[config.mk]
export PLATFORM = sky130hd
export DESIGN_NAME = sm_debug_viewer
export DESIGN_NICKNAME = d
export VERILOG_FILES = /design/src/rtl/sm_debug_viewer_pkg.sv /design/src/rtl/sm_debug_viewer_debouncer.sv /design/src/rtl/sm_debug_viewer.sv
export SDC_FILE = /design/constraint.sdc
export NUM_CORES = 1
export LEC_CHECK = 0
export CORE_UTILIZATION = 59
export CTS_CLUSTER_SIZE = 8
export DETAILED_ROUTE_END_ITERATION = 10
export PLACE_DENSITY_LB_ADDON = 0.15
export SYNTH_ARGS = -nofsm -noshare
export SYNTH_HDL_FRONTEND = slang
export SYNTH_SLANG_ARGS = --single-unit
[constraint.sdc]
create_clock -name clk -period 3.5 [get_ports clk]
set_clock_uncertainty 0.15 [all_clocks]
set_input_delay 0.525 -clock clk [delete_from_list [all_inputs] [get_ports clk]]
set_output_delay 0.525 -clock clk [all_outputs]
set_load 0.1 [all_outputs]
[src/rtl/sm_debug_viewer_pkg.sv]
// Shared seven-segment patterns (active-low, bit order g..a) and debouncer state encoding
// for the debug viewer.
package sm_debug_viewer_pkg;

  localparam logic [6:0] SEG_0     = 7'b1000000;
  localparam logic [6:0] SEG_1     = 7'b1111001;
  localparam logic [6:0] SEG_2     = 7'b0100100;
  localparam logic [6:0] SEG_3     = 7'b0110000;
  localparam logic [6:0] SEG_4     = 7'b0011001;
  localparam logic [6:0] SEG_5     = 7'b0010010;
  localparam logic [6:0] SEG_6     = 7'b0000010;
  localparam logic [6:0] SEG_7     = 7'b1111000;
  localparam logic [6:0] SEG_8     = 7'b0000000;
  localparam logic [6:0] SEG_9     = 7'b0010000;
  localparam logic [6:0] SEG_A     = 7'b0001000;
  localparam logic [6:0] SEG_B     = 7'b0000011;
  localparam logic [6:0] SEG_C     = 7'b1000110;
  localparam logic [6:0] SEG_D     = 7'b0100001;
  localparam logic [6:0] SEG_E     = 7'b0000110;
  localparam logic [6:0] SEG_F     = 7'b0001110;
  localparam logic [6:0] SEG_BLANK = 7'b1111111;

  typedef enum logic [1:0] {
    DB_ARM  = 2'd0,
    DB_UP   = 2'd1,
    DB_DOWN = 2'd2
  } db_state_e;

  function automatic logic [6:0] hex_to_seg(input logic [3:0] nib);
    case (nib)
      4'h0: hex_to_seg = SEG_0;
      4'h1: hex_to_seg = SEG_1;
      4'h2: hex_to_seg = SEG_2;
      4'h3: hex_to_seg = SEG_3;
      4'h4: hex_to_seg = SEG_4;
      4'h5: hex_to_seg = SEG_5;
      4'h6: hex_to_seg = SEG_6;
      4'h7: hex_to_seg = SEG_7;
      4'h8: hex_to_seg = SEG_8;
      4'h9: hex_to_seg = SEG_9;
      4'hA: hex_to_seg = SEG_A;
      4'hB: hex_to_seg = SEG_B;
      4'hC: hex_to_seg = SEG_C;
      4'hD: hex_to_seg = SEG_D;
      4'hE: hex_to_seg = SEG_E;
      4'hF: hex_to_seg = SEG_F;
    endcase
  endfunction

endpackage

[src/rtl/sm_debug_viewer_debouncer.sv]
// Push-button conditioner: 2-FF synchroniser, stable-sample counter and a one-cycle
// press pulse on the accepted released->pressed transition.
module sm_debouncer #(
  parameter int unsigned DEBOUNCE_CYCLES = 16
) (
  input  logic clk,
  input  logic rst_n,
  input  logic key_n,
  output logic press
);
  import sm_debug_viewer_pkg::*;

  localparam int unsigned   CW   = $clog2(DEBOUNCE_CYCLES);
  localparam logic [CW-1:0] LAST = CW'(DEBOUNCE_CYCLES - 1);

  logic          sync_1, sync_2;
  db_state_e     state_q, state_d;
  logic [CW-1:0] cnt_q, cnt_d;
  logic          press_d;

  // Synchroniser resets to the pressed level so a key held through reset never
  // counts as released; DB_ARM then waits for a genuine stable release.
  always_ff @(posedge clk or negedge rst_n) begin
    if (!rst_n) begin
      sync_1  <= 1'b0;
      sync_2  <= 1'b0;
      state_q <= DB_ARM;
      cnt_q   <= '0;
      press   <= 1'b0;
    end else begin
      sync_1  <= key_n;
      sync_2  <= sync_1;
      state_q <= state_d;
      cnt_q   <= cnt_d;
      press   <= press_d;
    end
  end

  always_comb begin
    state_d = state_q;
    cnt_d   = '0;
    press_d = 1'b0;
    unique case (state_q)
      DB_ARM, DB_DOWN: begin
        if (sync_2) begin
          if (cnt_q == LAST) state_d = DB_UP;
          else               cnt_d   = cnt_q + CW'(1);
        end
      end
      DB_UP: begin
        if (!sync_2) begin
          if (cnt_q == LAST) begin
            state_d = DB_DOWN;
            press_d = 1'b1;
          end else begin
            cnt_d = cnt_q + CW'(1);
          end
        end
      end
      default: state_d = DB_ARM;
    endcase
  end

endmodule

[src/rtl/sm_debug_viewer.sv]
// Debug viewer top: steps a read address by keys or scan timer and shows the returned
// word on DIGITS seven-segment digits with optional leading-zero blanking.
module sm_debug_viewer #(
  parameter int unsigned DIGITS          = 6,
  parameter int unsigned ADDR_W          = 4,
  parameter int unsigned DATA_W          = 32,
  parameter int unsigned DEBOUNCE_CYCLES = 16,
  parameter int unsigned SCAN_PERIOD     = 50000000,
  parameter int unsigned BLANK_LZ        = 1
) (
  input  logic                  clk,
  input  logic                  rst_n,
  input  logic                  key_next_n,
  input  logic                  key_prev_n,
  input  logic                  auto_en,
  input  logic                  hold,
  output logic [ADDR_W-1:0]     rd_addr,
  input  logic [DATA_W-1:0]     rd_data,
  output logic [7*DIGITS-1:0]   seg,
  output logic [ADDR_W-1:0]     addr_led,
  output logic                  step
);
  import sm_debug_viewer_pkg::*;

  localparam int unsigned TW = $clog2(SCAN_PERIOD);
  localparam int unsigned DW = 4 * DIGITS;

  logic                next_ev, prev_ev, manual, scan_tc;
  logic [TW-1:0]       timer_q, timer_d;
  logic [ADDR_W-1:0]   addr_d;
  logic [DW-1:0]       disp_q;
  logic [7*DIGITS-1:0] seg_d;
  logic                unused_data;

  assign unused_data = ^rd_data;
  assign addr_led    = rd_addr;

  sm_debouncer #(.DEBOUNCE_CYCLES(DEBOUNCE_CYCLES)) u_db_next (
    .clk   (clk),
    .rst_n (rst_n),
    .key_n (key_next_n),
    .press (next_ev)
  );

  sm_debouncer #(.DEBOUNCE_CYCLES(DEBOUNCE_CYCLES)) u_db_prev (
    .clk   (clk),
    .rst_n (rst_n),
    .key_n (key_prev_n),
    .press (prev_ev)
  );

  always_comb begin
    manual  = next_ev | prev_ev;
    scan_tc = auto_en && (timer_q == TW'(SCAN_PERIOD - 1));
    addr_d  = rd_addr;
    if (next_ev && prev_ev) addr_d = rd_addr;
    else if (next_ev)       addr_d = rd_addr + ADDR_W'(1);
    else if (prev_ev)       addr_d = rd_addr - ADDR_W'(1);
    else if (scan_tc)       addr_d = rd_addr + ADDR_W'(1);
    // A manual event restarts the scan period even when the keys cancel out.
    timer_d = '0;
    if (auto_en && !manual && !scan_tc) timer_d = timer_q + TW'(1);
  end

  always_comb begin
    logic        lead;
    logic [3:0]  nib;
    int unsigned k;
    seg_d = '1;
    lead  = 1'b1;
    for (int unsigned i = 0; i < DIGITS; i++) begin
      k    = DIGITS - 1 - i;
      nib  = disp_q[4*k +: 4];
      lead = lead && (nib == 4'h0);
      if (lead && (k != 0) && (BLANK_LZ != 0)) seg_d[7*k +: 7] = SEG_BLANK;
      else                                     seg_d[7*k +: 7] = hex_to_seg(nib);
    end
  end

  always_ff @(posedge clk or negedge rst_n) begin
    if (!rst_n) begin
      rd_addr <= '0;
      timer_q <= '0;
      step    <= 1'b0;
      disp_q  <= '0;
      seg     <= '1;
    end else begin
      rd_addr <= addr_d;
      timer_q <= timer_d;
      step    <= (addr_d != rd_addr);
      if (!hold) disp_q <= rd_data[DW-1:0];
      seg     <= seg_d;
    end
  end

endmodule

==> run_results.csv <==
group,metric,value,unit
outcome,status,"completed",
sta,hold_viol_final,0,
layout,antenna_cells,0,
sta,fin_crit,2870,ps
yosys,ys_seq_elements,115,
die,row_count,36,
flow_run,drv_cap,0,
layout,multi_input_area,2940,um2
global_route,grt_usage,0.252,
sta,slew_headroom,0.353,
yosys,syn_nets,662,
worst_setup_path,slowest_stage,"clkdlybuf4s50_1",
worst_setup_path,start_kind,"register",
layout,layout_commonest_cell,"dfrtp_1",
yosys,yosysWarningCount,0,
worst_setup_path,critPathMaxStageDelay,1180,ps
power,power_density,610,nW/um2
die,die-area,10800,um2
placed_design,dpl.hpwl,8180,um
clock_network,root_buffer,"clkbuf_8",
worst_setup_path,rr_startpoint,"disp_q[12]$_DFFE_PN0N_",
power,p_leak,0.00323,uW
routing,wl_per_cell,15.5,um
clock_network,clock_sinks,115,
sta,slew_viol_final,0,
sta,period_share,0.819,
layout,drive_gt1_frac,0.246,
worst_setup_path,timing.rr.end,"seg[8]$_DFF_PN1_",
clock_network,numCtsBuffers,17,
routing,finalWirelength,12500,um
clock_network,clock_latency,540,ps
layout,regArea,2930,um2
worst_setup_path,cp-end-kind,"primary output",
worst_setup_path,cp_num_buf_inv,1,
sta,setup-violations-final,0,
die,die_x,104,um
yosys,syn_area,6120,um2
clock_network,cts_max_level,4,
placed_design,place_area,6880,um2
global_route,grt_pass1_wl,21300,um
global_route,grt_max_degree,116,
worst_setup_path,worst-r2r-cell-count,6,
yosys,synth_edf_count,0,
routing,via_per_inst,5.80,
die,initial_utilization,0.617,
min_path,hold-path-endpoint,"u_db_next.sync_2$_DFF_PN0_",
sta,worst_pin_slew,967,ps
die,io_pins,89,
sta,rsz0062_at_grt,"no",
routing,firstDrtPassIters,5,
worst_setup_path,critPathTopFamily,"buffers and inverters",
die,coreArea,9910,um2
worst_setup_path,arrival,2190,ps
yosys,synthCells,583,
worst_setup_path,crit_type,"reg -> out",
min_path,holdPathStages,0,
global_route,grt_pass1_vias,4463,
clock_network,post-cts-setup-buffer-count,0,
routing,initialDrtViolationCount,246,
yosys,ys_seq_area_frac,0.479,
min_path,hold_path_class,"reg -> reg",
layout,layout_common_cells,"dfrtp_1 (73), buf_4 (47), nand2_1 (44)",
clock_network,clk_pin_slew_worst_paths,50,ps
die,die_y,104,um
routing,ant_nets,0,
worst_setup_path,required,2820,ps
worst_setup_path,crit_chain,"clkdlybuf4s50_1",
routing,vias,4659,
sta,max_freq,349,MHz
power,vdd_drop_max,0.529,mV
layout,nets,736,
yosys,synthArstFlopShare,1.00,
global_route,overflow,0,
placed_design,port_buffers,80,
yosys,avgSynthCellArea,10.5,um2
clock_network,cts_tree,"built",
placed_design,gp_congestion,0.871,
layout,final.fill_count,674,
yosys,ys.flop_type,"dfrtp_1",
clock_network,ctsLongestPathBuffers,2,
worst_setup_path,path_max_fanout,8,
worst_setup_path,crit_cells,1,
routing,drcViolationCount,0,
worst_setup_path,rrSetupSlack,860,ps
layout,areaGrowthSynthToFinish,22.6,%
sta,setup_tns,0,ps
global_route,antenna_found_initial,0,
min_path,hp-start,"u_db_next.sync_1$_DFF_PN0_",
yosys,yosysUniqueCellTypes,62,
layout,stdcell_area,7500,um2
## worst max path at each step
stage                           start               endpoint  slack [ps]
2_1_floorplan   addr_led[0]$_DFF_PN0_  addr_led[1]$_DFF_PN0_        1140
4_1_cts         addr_led[1]$_DFF_PN0_             rd_addr[1]         610
5_1_grt         addr_led[1]$_DFF_PN0_             rd_addr[1]         550
3_3_place_gp   disp_q[16]$_DFFE_PN0N_       seg[8]$_DFF_PN1_         950
3_5_place_dp   disp_q[12]$_DFFE_PN0N_       seg[8]$_DFF_PN1_         910
6_report        addr_led[1]$_DFF_PN0_             rd_addr[1]         630
## through the flow
| step | instances | util | setup WS (ps) | total power [uW] | hold WS (ps) |
|---|---|---|---|---|---|
| 2_1_floorplan | 583 | - | 1140 | 2560 | 79.4 |
| 3_3_place_gp | 770 | 0.694 | 954 | 2790 | 184 |
| 3_5_place_dp | 770 | 0.694 | 905 | 2820 | 185 |
| 4_1_cts | 803 | 0.757 | 608 | 4610 | 195 |
| 5_1_grt | 803 | 0.757 | 546 | 4750 | 195 |
| 6_report | 803 | 0.757 | 634 | 4580 | 194 |
## cell usage after synthesis, types with 2 or more instances
master,n,area (um2)
a211oi_1,3,22.5
a21o_1,3,22.5
a21oi_1,22,110
a22o_1,3,26.3
a31o_2,2,17.5
a31oi_1,5,31.3
a32oi_1,2,17.5
and2_1,7,43.8
and3_1,3,18.8
and4_1,4,35.0
buf_2,5,25.0
buf_4,4,30.0
clkbuf_1,19,71.3
dfrtp_1,73,1830
dfstp_2,42,1100
ha_1,41,513
inv_1,32,120
mux2_2,29,327
mux2i_1,10,100
mux4_2,3,67.6
nand2_1,44,165
nand2b_1,11,68.8
nand3_1,19,95.1
nand4_1,8,50.1
nor2_1,41,154
nor2b_1,10,62.6
nor3_1,7,35.0
nor3b_1,6,45.0
nor4_1,4,25.0
nor4bb_1,2,20.0
o211ai_1,9,67.6
o21a_1,2,15.0
o21ai_0,31,155
o221ai_1,2,17.5
o22ai_1,4,25.0
o311ai_0,5,43.8
o31ai_1,9,67.6
or2_2,2,12.5
or3_1,8,50.1
or3b_2,3,26.3
or4_1,7,52.6
xnor2_1,11,96.3
xor2_1,7,61.3
## layer usage
metal	GRT usage	routed length, um
met5	0	0
met4	0.114	210
met3	0.0654	516
met2	0.432	6520
met1	0.296	5220
## repair_timing
item	4_1_cts	5_1_grt
resized for setup	0	0
hold buffers	1	0
hold endpoints to repair	73	0
## cell families after synthesis
family                   share of synthesized area
XOR/XNOR                                    0.0258
AO/OA/AOI/OAI                                0.122
multiplexers                                0.0808
AND/OR/NAND/NOR                              0.168
flip-flops                                   0.479
buffers and inverters                       0.0409
adder cells (fa/ha/maj)                     0.0838
## flip-flops by register name, indices dropped and copies added, names as in the netlist
register / cells
seg: 42
timer_q: 26
disp_q: 24
addr_led: 4
u_db_next.cnt_q: 4
u_db_prev.cnt_q: 4
u_db_next.state_q: 2
u_db_prev.state_q: 2
step: 1
u_db_next.press: 1
u_db_next.sync_1: 1
u_db_next.sync_2: 1
u_db_prev.press: 1
u_db_prev.sync_1: 1
u_db_prev.sync_2: 1
## final cells by class
type,count,share of cell area
multi-input cells,407,0.392
flip-flops and latches,115,0.391
repair buffers,84,0.0978
clock buffers,23,0.0649
well taps,133,0.0222
clock inverters,9,0.0167
inverters,32,0.0160
## power by group
group          switching, uW  internal [uW]
Sequential               113           1510
Combinational            870            306
Clock                    600           1170
Total                   1580           2990
Power figures use the tool's default switching activity.
